[config.mk]
export PLATFORM = sky130hd
export DESIGN_NAME = instr_fetch
export DESIGN_NICKNAME = d
export VERILOG_FILES = /design/src/rtl/instr_fetch_pkg.sv /design/src/rtl/instr_fetch_len_dec.sv /design/src/rtl/instr_fetch.sv
export SDC_FILE = /design/constraint.sdc
export NUM_CORES = 1
export LEC_CHECK = 0
export CORE_UTILIZATION = 25
export DETAILED_ROUTE_END_ITERATION = 16
export PLACE_DENSITY = 0.43
export SLEW_MARGIN = 10
export SYNTH_ARGS = -nofsm -noshare
export SYNTH_HDL_FRONTEND = slang
export SYNTH_HIERARCHICAL = 1
export SYNTH_SLANG_ARGS = --single-unit
export TNS_END_PERCENT = 10
[constraint.sdc]
create_clock -name clk -period 2.3 [get_ports clk]
set_input_delay 0.46 -clock clk [delete_from_list [all_inputs] [get_ports clk]]
set_output_delay 0.46 -clock clk [all_outputs]
set_load 0.02 [all_outputs]
[src/rtl/instr_fetch_pkg.sv]
// Shared types and constants for the instruction fetch stage and the opcode length decoder.
package instr_fetch_pkg;

  localparam int unsigned PROG_MEM_SIZE_DEF  = 16;
  localparam int unsigned PROG_MEM_WIDTH_DEF = 8;
  localparam int unsigned OP_W               = 8;
  localparam int unsigned IMM_W              = 16;
  localparam int unsigned LEN_W              = 2;
  localparam int unsigned STAT_W             = 32;

  // Opcodes whose low five bits all set carry immediates; bit 7 selects the 2-byte form.
  localparam logic [4:0]  IMM_GRP_MATCH = 5'b11111;
  localparam int unsigned IMM_LONG_BIT  = 7;

  typedef enum logic [2:0] {
    S_PRIME = 3'd0,
    S_OP    = 3'd1,
    S_IMM0  = 3'd2,
    S_IMM1  = 3'd3,
    S_HOLD  = 3'd4
  } fetch_state_e;

  typedef struct packed {
    logic [OP_W-1:0]  op;
    logic [IMM_W-1:0] imm;
    logic [LEN_W-1:0] len;
  } instr_t;

endpackage

[src/rtl/instr_fetch_len_dec.sv]
// Combinational opcode -> immediate byte count (0, 1 or 2); shared with the decoder.
module instr_fetch_len_dec
  import instr_fetch_pkg::*;
(
  input  logic [OP_W-1:0]  op,
  output logic [LEN_W-1:0] len_c
);

  always_comb begin
    len_c = '0;
    if (op[4:0] == IMM_GRP_MATCH) begin
      len_c = op[IMM_LONG_BIT] ? LEN_W'(2) : LEN_W'(1);
    end
  end

endmodule

[src/rtl/instr_fetch.sv]
// Instruction fetch: reads program memory a byte per cycle, assembles op + immediates, hands them
// to the decoder over valid/ready. Define IFETCH_STATS_EN to add accept/stall counters.
module instr_fetch
  import instr_fetch_pkg::*;
#(
  parameter int unsigned PROG_MEM_SIZE  = PROG_MEM_SIZE_DEF,
  parameter int unsigned PROG_MEM_WIDTH = PROG_MEM_WIDTH_DEF
) (
  input  logic                      clk,
  input  logic                      reset,
  input  logic [PROG_MEM_WIDTH-1:0] prog_mem_out,
  output logic [PROG_MEM_SIZE-1:0]  prog_mem_addr,
  input  logic                      redirect_valid,
  input  logic [PROG_MEM_SIZE-1:0]  redirect_addr,
  output logic                      instr_valid,
  input  logic                      instr_ready,
  output logic [OP_W-1:0]           instr_op,
  output logic [IMM_W-1:0]          instr_imm,
  output logic [LEN_W-1:0]          instr_len,
  output logic [PROG_MEM_SIZE-1:0]  instr_pc
`ifdef IFETCH_STATS_EN
  ,
  output logic [STAT_W-1:0]         stat_instr_count,
  output logic [STAT_W-1:0]         stat_stall_count
`endif
);

  fetch_state_e             state_q, state_d;
  logic [PROG_MEM_SIZE-1:0] fetch_ptr_q, fetch_ptr_d;
  logic [PROG_MEM_SIZE-1:0] pc_q, pc_d;
  instr_t                   instr_q, instr_d;
  logic                     valid_q, valid_d;
  logic [LEN_W-1:0]         byte_len_c;
  logic [OP_W-1:0]          mem_byte_c;

  assign mem_byte_c = OP_W'(prog_mem_out);

  instr_fetch_len_dec u_len_dec (
    .op    (mem_byte_c),
    .len_c (byte_len_c)
  );

  // Next-state: the returning byte always belongs to the request issued the cycle before.
  always_comb begin
    state_d     = state_q;
    fetch_ptr_d = fetch_ptr_q;
    pc_d        = pc_q;
    instr_d     = instr_q;
    valid_d     = valid_q;

    case (state_q)
      S_PRIME: begin
        fetch_ptr_d = fetch_ptr_q + PROG_MEM_SIZE'(1);
        state_d     = S_OP;
      end
      S_OP: begin
        instr_d.op  = mem_byte_c;
        instr_d.imm = '0;
        instr_d.len = byte_len_c;
        pc_d        = fetch_ptr_q - PROG_MEM_SIZE'(1);
        if (byte_len_c != '0) begin
          fetch_ptr_d = fetch_ptr_q + PROG_MEM_SIZE'(1);
          state_d     = S_IMM0;
        end else begin
          state_d = S_HOLD;
          valid_d = 1'b1;
        end
      end
      S_IMM0: begin
        instr_d.imm[7:0] = mem_byte_c;
        if (instr_q.len == LEN_W'(2)) begin
          fetch_ptr_d = fetch_ptr_q + PROG_MEM_SIZE'(1);
          state_d     = S_IMM1;
        end else begin
          state_d = S_HOLD;
          valid_d = 1'b1;
        end
      end
      S_IMM1: begin
        instr_d.imm[15:8] = mem_byte_c;
        state_d           = S_HOLD;
        valid_d           = 1'b1;
      end
      S_HOLD: begin
        if (instr_ready) begin
          fetch_ptr_d = fetch_ptr_q + PROG_MEM_SIZE'(1);
          state_d     = S_OP;
          valid_d     = 1'b0;
        end
      end
      default: begin
        state_d = S_PRIME;
        valid_d = 1'b0;
      end
    endcase

    // Redirect wins over everything; the byte in flight is dropped by restarting in PRIME.
    if (redirect_valid) begin
      fetch_ptr_d = redirect_addr;
      state_d     = S_PRIME;
      valid_d     = 1'b0;
    end
  end

  always_ff @(posedge clk or posedge reset) begin
    if (reset) begin
      state_q     <= S_PRIME;
      fetch_ptr_q <= '0;
      pc_q        <= '0;
      instr_q     <= '0;
      valid_q     <= 1'b0;
    end else begin
      state_q     <= state_d;
      fetch_ptr_q <= fetch_ptr_d;
      pc_q        <= pc_d;
      instr_q     <= instr_d;
      valid_q     <= valid_d;
    end
  end

  assign prog_mem_addr = fetch_ptr_q;
  assign instr_valid   = valid_q;
  assign instr_op      = instr_q.op;
  assign instr_imm     = instr_q.imm;
  assign instr_len     = instr_q.len;
  assign instr_pc      = pc_q;

`ifdef IFETCH_STATS_EN
  logic [STAT_W-1:0] stat_instr_count_q, stat_instr_count_d;
  logic [STAT_W-1:0] stat_stall_count_q, stat_stall_count_d;

  // Free-running, wrapping handshake counters; redirect does not touch them.
  always_comb begin
    stat_instr_count_d = stat_instr_count_q;
    stat_stall_count_d = stat_stall_count_q;
    if (valid_q) begin
      if (instr_ready) begin
        stat_instr_count_d = stat_instr_count_q + STAT_W'(1);
      end else begin
        stat_stall_count_d = stat_stall_count_q + STAT_W'(1);
      end
    end
  end

  always_ff @(posedge clk or posedge reset) begin
    if (reset) begin
      stat_instr_count_q <= '0;
      stat_stall_count_q <= '0;
    end else begin
      stat_instr_count_q <= stat_instr_count_d;
      stat_stall_count_q <= stat_stall_count_d;
    end
  end

  assign stat_instr_count = stat_instr_count_q;
  assign stat_stall_count = stat_stall_count_q;
`endif

endmodule

* Word-level counts from Yosys, hierarchy flattened
Index checks and enable logic that the tools add are counted.
Operators by class: reduce and logical (&&, ||, !) cells 7, $add $sub $neg 2, equal/unequal tests 12, muxes and demuxes 19
Operator list (count):
- 16-bit two-way mux | 4
- 16-bit case mux with 4 select lines | 1
- 8-bit case mux with 2 select lines | 2
- 16-bit by 1-bit adder with 16-bit output, second input constant | 1
- 16-bit by 1-bit subtractor with 16-bit output, second input constant | 1
- 3-bit inequality test, second input constant | 5
- 3-bit case mux with 5 select lines | 1
- 3-bit two-way mux | 4
- 4-bit AND reduction | 2
- 3-bit by 2-bit equality test with 1-bit output, second input constant | 2
- 2-bit nonzero test | 3
- 5-bit equality test, second input constant | 1
- 1-bit case mux with 5 select lines | 1
- 5-bit nonzero test | 1
- 1-bit two-way mux | 4
- 2-bit two-way mux | 2
- 3-bit by 1-bit equality test with 1-bit output, second input constant | 1
- 3-bit equality test, second input constant | 1
- 3-bit zero test | 1
- 2-bit equality test, second input constant | 1
- 2-bit inequality test, second input constant | 1
Storage, ports and cells: output and inout bits 59, register bits 62

* Depth between registers and ports, before layout
Gate-level depths: netlist (run 1).
depth after elaboration 6, depth in mapped cells 7

* Modules after synthesis
Netlist (run 1), hierarchy kept.
By module, submodules not included:
- instr_fetch | times used 1, cells each 359, area an instance 3365.7 um2
- instr_fetch_len_dec | times used 1, cells each 5, area an instance 32.5 um2

* Worst setup path after synthesis (run 1)
Ideal clock, no wire load.
path kind register -> register, start point reg fetch_ptr_q[0], in the netlist prog_mem_addr[0], end point reg pc_q[12], in the netlist instr_pc[12], period minus slack after synthesis 1.899 ns, data arrival time 1.776 ns, path buffers 0, stages on the path, launching flop included 7, slack 0.401 ns, required time 2.177 ns, library setup time 0.123 ns, cells stage by stage dfrtp_1 > inv_1 > ha_1 > or4b_4 > and4b_1 > xnor2_1 > a21oi_2
On the way: longest elaborated chain between the ends 1
RTL lines:
- start: declaration | RTL line instr_fetch.sv:29 | logic [PROG_MEM_SIZE-1:0] fetch_ptr_q, fetch_ptr_d;
- start signal: assignment | RTL line instr_fetch.sv:114 | fetch_ptr_q <= fetch_ptr_d;
- 16-bit by 1-bit subtractor with 16-bit output | RTL line instr_fetch.sv:60 | pc_d = fetch_ptr_q - PROG_MEM_SIZE'(1);
- end signal: assignment | RTL line instr_fetch.sv:115 | pc_q <= pc_d;
- end: declaration | RTL line instr_fetch.sv:30 | logic [PROG_MEM_SIZE-1:0] pc_q, pc_d;
No other way between the ends. A chain may end at the register's enable or synchronous reset.

* Worst setup path after layout (run 1)
start point in prog_mem_out[7], end point reg fetch_ptr_q[1], in the netlist prog_mem_addr[1]
On the way: longest elaborated chain between the ends 5
RTL lines:
- start: declaration | RTL line instr_fetch.sv:11 | input logic [PROG_MEM_WIDTH-1:0] prog_mem_out,
- 2-bit two-way mux | RTL line instr_fetch_len_dec.sv:12 | len_c = op[IMM_LONG_BIT] ? LEN_W'(2) : LEN_W'(1);
- 2-bit two-way mux | RTL line instr_fetch_len_dec.sv:11 | if (op[4:0] == IMM_GRP_MATCH) begin
- named net byte_len_c[1] | RTL line instr_fetch.sv:33 | logic [LEN_W-1:0] byte_len_c;
- 2-bit nonzero test | RTL line instr_fetch.sv:61 | if (byte_len_c != '0) begin
- 3-bit inequality test (no line)
- 4-bit AND reduction (no line)
The timed path passes the listed nets, and every way through them passes these cells.

==> results of run 1 <==
## registers in the layout (all words and copies together) (netlist names)
| signal | flops |
|---|---|
| instr_imm | 16 |
| instr_len | 2 |
| instr_op | 8 |
| instr_pc | 16 |
| instr_valid | 1 |
| prog_mem_addr | 16 |
| state_q | 3 |
## synth_stat cells (all sizes together), types with 10 or more instances
library cell  count  area [um2]
mux2             10         113
a21oi            27         139
clkbuf           17        65.1
nor3             12        81.3
buf              16        97.6
o221ai           11        96.3
nor2             25        93.8
dfrtp            62        1550
inv              13        48.8
nand2            40         150
o21ai            24         120
## worst max-delay path: cells and delay by family
family                 cells  cell delay [ns]
AOI/OAI and AO/OA          2             0.33
buffers and inverters      4             0.97
and+or+nand+nor            2             0.44
muxes                      1             0.18
## final timing paths
check | startpoint | end | slack [ns] | cells after the start
worst max-delay path | prog_mem_out[7] | prog_mem_addr[1] | 0.17 | 9
min in group asynchronous | reset | instr_pc[11] | 0.52 | 3
worst min register to register | instr_imm[12] | instr_imm[12] | 0.48 | 2
worst max register to register | prog_mem_addr[0] | instr_pc[12] | 0.32 | 6
max in group asynchronous | reset | prog_mem_addr[7] | 1.49 | 3
worst min-delay path | instr_imm[12] | instr_imm[12] | 0.48 | 2
## logic make-up after synthesis
group | share of synthesized area (%)
AO/OA/AOI/OAI | 18.8
XOR/XNOR | 2.58
adder cells (fa/ha/maj) | 0.736
buffers and inverters | 6.22
flip-flops | 45.7
multiplexers | 4.79
AND/OR/NAND/NOR | 21.2
## routing by layer
| metal | up-vias | GRT usage, % |
|---|---|---|
| met5 | - | 0 |
| met4 | 0 | 3.40 |
| met3 | 8 | 5.60 |
| met2 | 84 | 26.8 |
| met1 | 1531 | 19.7 |
| li1 | 1503 | - |
## final cells by class
cell class              count  area, um2
clock buffers               9        225
inverters                  13       48.8
flip-flops and latches     62       1550
repair buffers            114       1100
multi-input cells         256       1640
well taps                 176        220
clock inverters             7        120
fillers                  1378       8340
## power by group through the flow
| stage | clock network, W | logic (W) | registers (W) |
|---|---|---|---|
| 2_1_floorplan | 0 | 0.000508 | 0.00161 |
| 3_3_place_gp | 0 | 0.00123 | 0.00150 |
| 3_5_place_dp | 0 | 0.00123 | 0.00150 |
| 4_1_cts | 0.00164 | 0.00123 | 0.00148 |
| 5_1_grt | 0.00167 | 0.00131 | 0.00151 |
| 6_report | 0.00159 | 0.00122 | 0.00148 |
## stage by stage
stage | hold WS (ns) | total power (W) | cells
after global placement | 0.463 | 0.00273 | 621
after detailed placement | 0.474 | 0.00272 | 621
after CTS | 0.488 | 0.00435 | 637
after global routing | 0.515 | 0.00449 | 637
after floorplan | 0.561 | 0.00212 | 364
final | 0.481 | 0.00428 | 637
==> flow_summary.ini, run 1 <==
[detailed_routing]
highest_layer = met4
met3WireLength_um = 584
drtPass1Iterations = 4
wirelength_mm = 10.6
ant_nets = 0
vias_per_cell = 4.91
routedWlPerCell_um = 16.6
vias = 3126
drt_iter0_drc = 157
wl_met1_mm = 4.77
met2_length_mm = 5.14
drc = 0

[grt]
grt_overflow_total = 0
grt_max_degree = 63
antenna_found_initial = 0
grt_pass1_vias = 3211
grt_pass1_wl_mm = 17.5
grt_use_total_pct = 16.0

[cells_and_area]
fin_util_pct = 37.0
nets = 486
area_growth_syn_to_layout_pct = 44.3
layout_commonest_cell = clkdlybuf4s50_1
drive_above_1_share_pct = 14.5
final_cell_area_mm2 = 0.00490
layout_common_cells = 86 x clkdlybuf4s50_1, 62 x dfrtp_1, 40 x nand2_1, 26 x a21oi_1, 26 x buf_4
diodes = 0

[synthesis]
synth-seq-cells = 62
synth_cell_types = 57
synth_area_mm2 = 0.00340
synth_edf_count = 0
synth_ff_type = dfrtp_1
ys_seq_area_share_pct = 45.7
ys_warn_count = 6
syn_avg_cell_area_um2 = 9.34
async_reset_ff_share_pct = 100
syn-instance-count = 364
syn-num-nets = 394

[timing]
rsz0062_at_grt = false
timing.final.crit_period_ns = 2.13
tightest_slew_ns = 0.613
slew-limit-headroom_pct = 59.1
slew_violations = 0
fin_crit_sh_pct = 92.4
setup_ws_ns = 0.175
tns_ns = 0
fmax_ghz = 0.471
clock_skew_ns = 0.00674
setup_violations = 0
hold_violations = 0

[setup_path]
crit_path_max_incr_delay_ns = 0.53
worst_path_max_delay_cell = clkdlybuf4s50_1
required_ns = 2.56
cp-start-kind = primary input
worstPathCellList = clkdlybuf4s50_1 -> inv_1 -> nor3_2 -> nor3_1 -> a32oi_2 -> buf_4 -> o21a_1 -> buf_4 -> mux2i_1
end_kind = flip-flop
arrival_ns = 2.38
crit_top_cell = buf_4
worst-setup-path-type = primary input to flip-flop
critPathMaxFanout = 11

[pwr]
leakage_nw = 1.97
combPwrFrac_pct = 28.4
peakVddDrop_v = 0.000640
pwr-share-seq_pct = 34.5
switchingPower_w = 0.00137
power.density_mw_per_mm2 = 873
p_clk_share_pct = 37.1
p_int_w = 0.00291
switching_share_pct = 32.0

[cts]
insertion_delay_ns = 0.34
clk_pin_slew_ns = 0.06
postCtsSetupRepairBufs = 0
ctsRootBufferMaster = clkbuf_16
hold_buffers = 0
clock_path_buffers = 2
post_cts_resized = 0
cts_max_level = 3
cts.sinks = 62
numCtsBuffers = 9
cts_tree = yes

[place]
hpwl_mm = 7.61
pre_cts_ws_ns = -0.111
routabilityCongestion = 0.821
dpl_cell_area_mm2 = 0.00456
port_buffers = 86

[floorplanning]
initial_core_util_pct = 25.7
fp.dieArea_mm2 = 0.0141
core_area_mm2 = 0.0132
rows = 42
die_y_um = 119
die_w_um = 119
pin_count = 87

[job]
maxCapViolCount = 0

[status]
status = finished clean

[worst_hold_path]
hold_class = flip-flop to flip-flop
No activity file was read; power rests on OpenSTA's default activity.
==> run 2: changes to the inputs <==
--- a/config.mk
+++ b/config.mk
@@ -7,7 +7,8 @@
 export LEC_CHECK = 0
 export CORE_UTILIZATION = 25
 export DETAILED_ROUTE_END_ITERATION = 16
-export PLACE_DENSITY = 0.43
+export DONT_BUFFER_PORTS = 1
+export PLACE_DENSITY = 0.35
 export SLEW_MARGIN = 10
 export SYNTH_ARGS = -nofsm -noshare
 export SYNTH_HDL_FRONTEND = slang
==> run 2 against run 1 <==
Clock power about the same. Clock-buffer cell count up 5. Die area is the same. Via count decreased by 9.7%. Final area fell by 18%. Utilization is 6.5 points lower. Critical endpoint is now instr_pc[12]. Largest cell class unchanged.
==> flow_summary.ini, run 2 (same netlist as run 1, synthesis figures left out) <==
[place]
port_buffers = 0
hpwl_mm = 7.63
routabilityCongestion = 0.775
post-place-cells = 533

[timing]
rsz0062_at_grt = false
fmax_ghz = 0.499
whs_ns = 0.0701
slew-limit-headroom_pct = 47.0
clock_skew_ns = 0.00573
timing.final.crit_period_ns = 2.01
setup_violations = 0
slew_violations = 0
tns_ns = 0
tightest_slew_ns = 0.787
fin_crit_sh_pct = 87.2
hold_violations = 0

[cts]
ctsRootBufferMaster = clkbuf_16
clock_path_buffers = 2
clk_pin_slew_ns = 0.06
hold_buffers = 0
cts_tree = yes
post_cts_resized = 0
cts.sinks = 62
numCtsBuffers = 9
cts_max_level = 3
insertion_delay_ns = 0.34
postCtsSetupRepairBufs = 0

[cells_and_area]
seq_area_mm2 = 0.00155
multi_input_area_mm2 = 0.00164
layout_common_cells = 62 x dfrtp_1, 40 x nand2_1, 26 x a21oi_1, 25 x nor2_1, 24 x buf_4
fin_cells = 549
diodes = 0
nets = 398
area_growth_syn_to_layout_pct = 18.8
drive_above_1_share_pct = 17.4
fin_util_pct = 30.5
fillers = 1426
layout_commonest_cell = dfrtp_1

[detailed_routing]
wirelength_mm = 10.7
vias_per_cell = 5.14
ant_nets = 0
drtPass1Iterations = 6
drt_iter0_drc = 114
drc = 0
vias = 2824
routedWlPerCell_um = 19.5

[pwr]
power.density_mw_per_mm2 = 974
finalPower_w = 0.00393
peakVddDrop_v = 0.000354
combPwrFrac_pct = 17.1
leakage_nw = 1.64
p_clk_share_pct = 40.9
switching_share_pct = 32.7
pwr-share-seq_pct = 42.1
switchingPower_w = 0.00128
p_int_w = 0.00265

[floorplanning]
die_y_um = 119
pin_count = 87
core_area_mm2 = 0.0132
initial_core_util_pct = 25.7
rows = 42
die_w_um = 119
fp.dieArea_mm2 = 0.0141

[grt]
grt_max_degree = 42
grt_pass1_wl_mm = 17.1
antenna_found_initial = 0
grt_use_total_pct = 16.2
grt_pass1_vias = 2823
grt_overflow_total = 0

[status]
status = finished clean

[worst_hold_path]
hold_class = primary input to async pin

[setup_path]
critical-path-top-delay-family = simple AND/OR/NAND/NOR gates
worst-setup-path-type = flip-flop to flip-flop
cp-start-kind = flip-flop
path_buf_inv = 1
end_kind = flip-flop
worstPathCellList = inv_1 -> ha_1 -> or4b_4 -> and4b_1 -> xnor2_1 -> a21oi_2
critPathMaxFanout = 7
crit_path_max_incr_delay_ns = 0.52
arrival_ns = 2.22
worst_path_max_delay_cell = dfrtp_1
required_ns = 2.51

[job]
maxCapViolCount = 0
==> run 2: cell count changes in the layout (fill, tap and decap cells not counted) <==
cell and delta:
buf_4 -2, bufinv_16 -1, clkbuf_8 +5, clkdlybuf4s50_1 -86, clkinv_2 -1, clkinv_4 -1
clkinvlp_4 -1, inv_6 -1
==> run 2: power groups by stage <==
stage	Clock, W	Combinational [W]	Sequential [W]
after floorplan	0	0.000508	0.00161
after global placement	0	0.000679	0.00168
after detailed placement	0	0.000680	0.00168
after CTS	0.00165	0.000683	0.00166
after global routing	0.00169	0.000754	0.00169
final	0.00161	0.000670	0.00165
==> run 2: path summary, 6_finish.rpt <==
| path | from | to | slack, ns | depth (start not counted) |
|---|---|---|---|---|
| setup / recovery | prog_mem_addr[0] | instr_pc[12] | 0.29 | 6 |
| hold / removal | reset | instr_op[7] | 0.07 | 1 |
| setup reg to reg | prog_mem_addr[0] | instr_pc[12] | 0.29 | 6 |
| hold reg to reg | instr_imm[12] | instr_imm[12] | 0.62 | 2 |
| max in group asynchronous | reset | prog_mem_addr[4] | 1.58 | 2 |
| min in group clk | redirect_valid | state_q[1] | 0.20 | 1 |
==> run 2: layer usage <==
layer  GRT usage, %  part of all wire [%]
met1           19.3                    42
met3           5.79                   7.7
met4           7.28                   1.9
met5              0                     0
met2           26.1                    48
==> run 2: metrics by stage <==
stage | cell area, um2 | setup WS, ns
global placement | 3680 | 0.307
floorplan | 3400 | 0.299
global route | 4040 | 0.112
detailed placement | 3680 | 0.280
CTS | 4040 | 0.281
finish | 4040 | 0.295
==> run 2: cell type report <==
cell class | count | share of cell area (%)
Clock buffer | 14 | 7.28
Clock inverter | 2 | 1.49
Inverter | 13 | 1.21
Multi-Input combinational cell | 256 | 40.7
Sequential cell | 62 | 38.4
Tap cell | 176 | 5.46
Timing Repair Buffer | 26 | 5.46
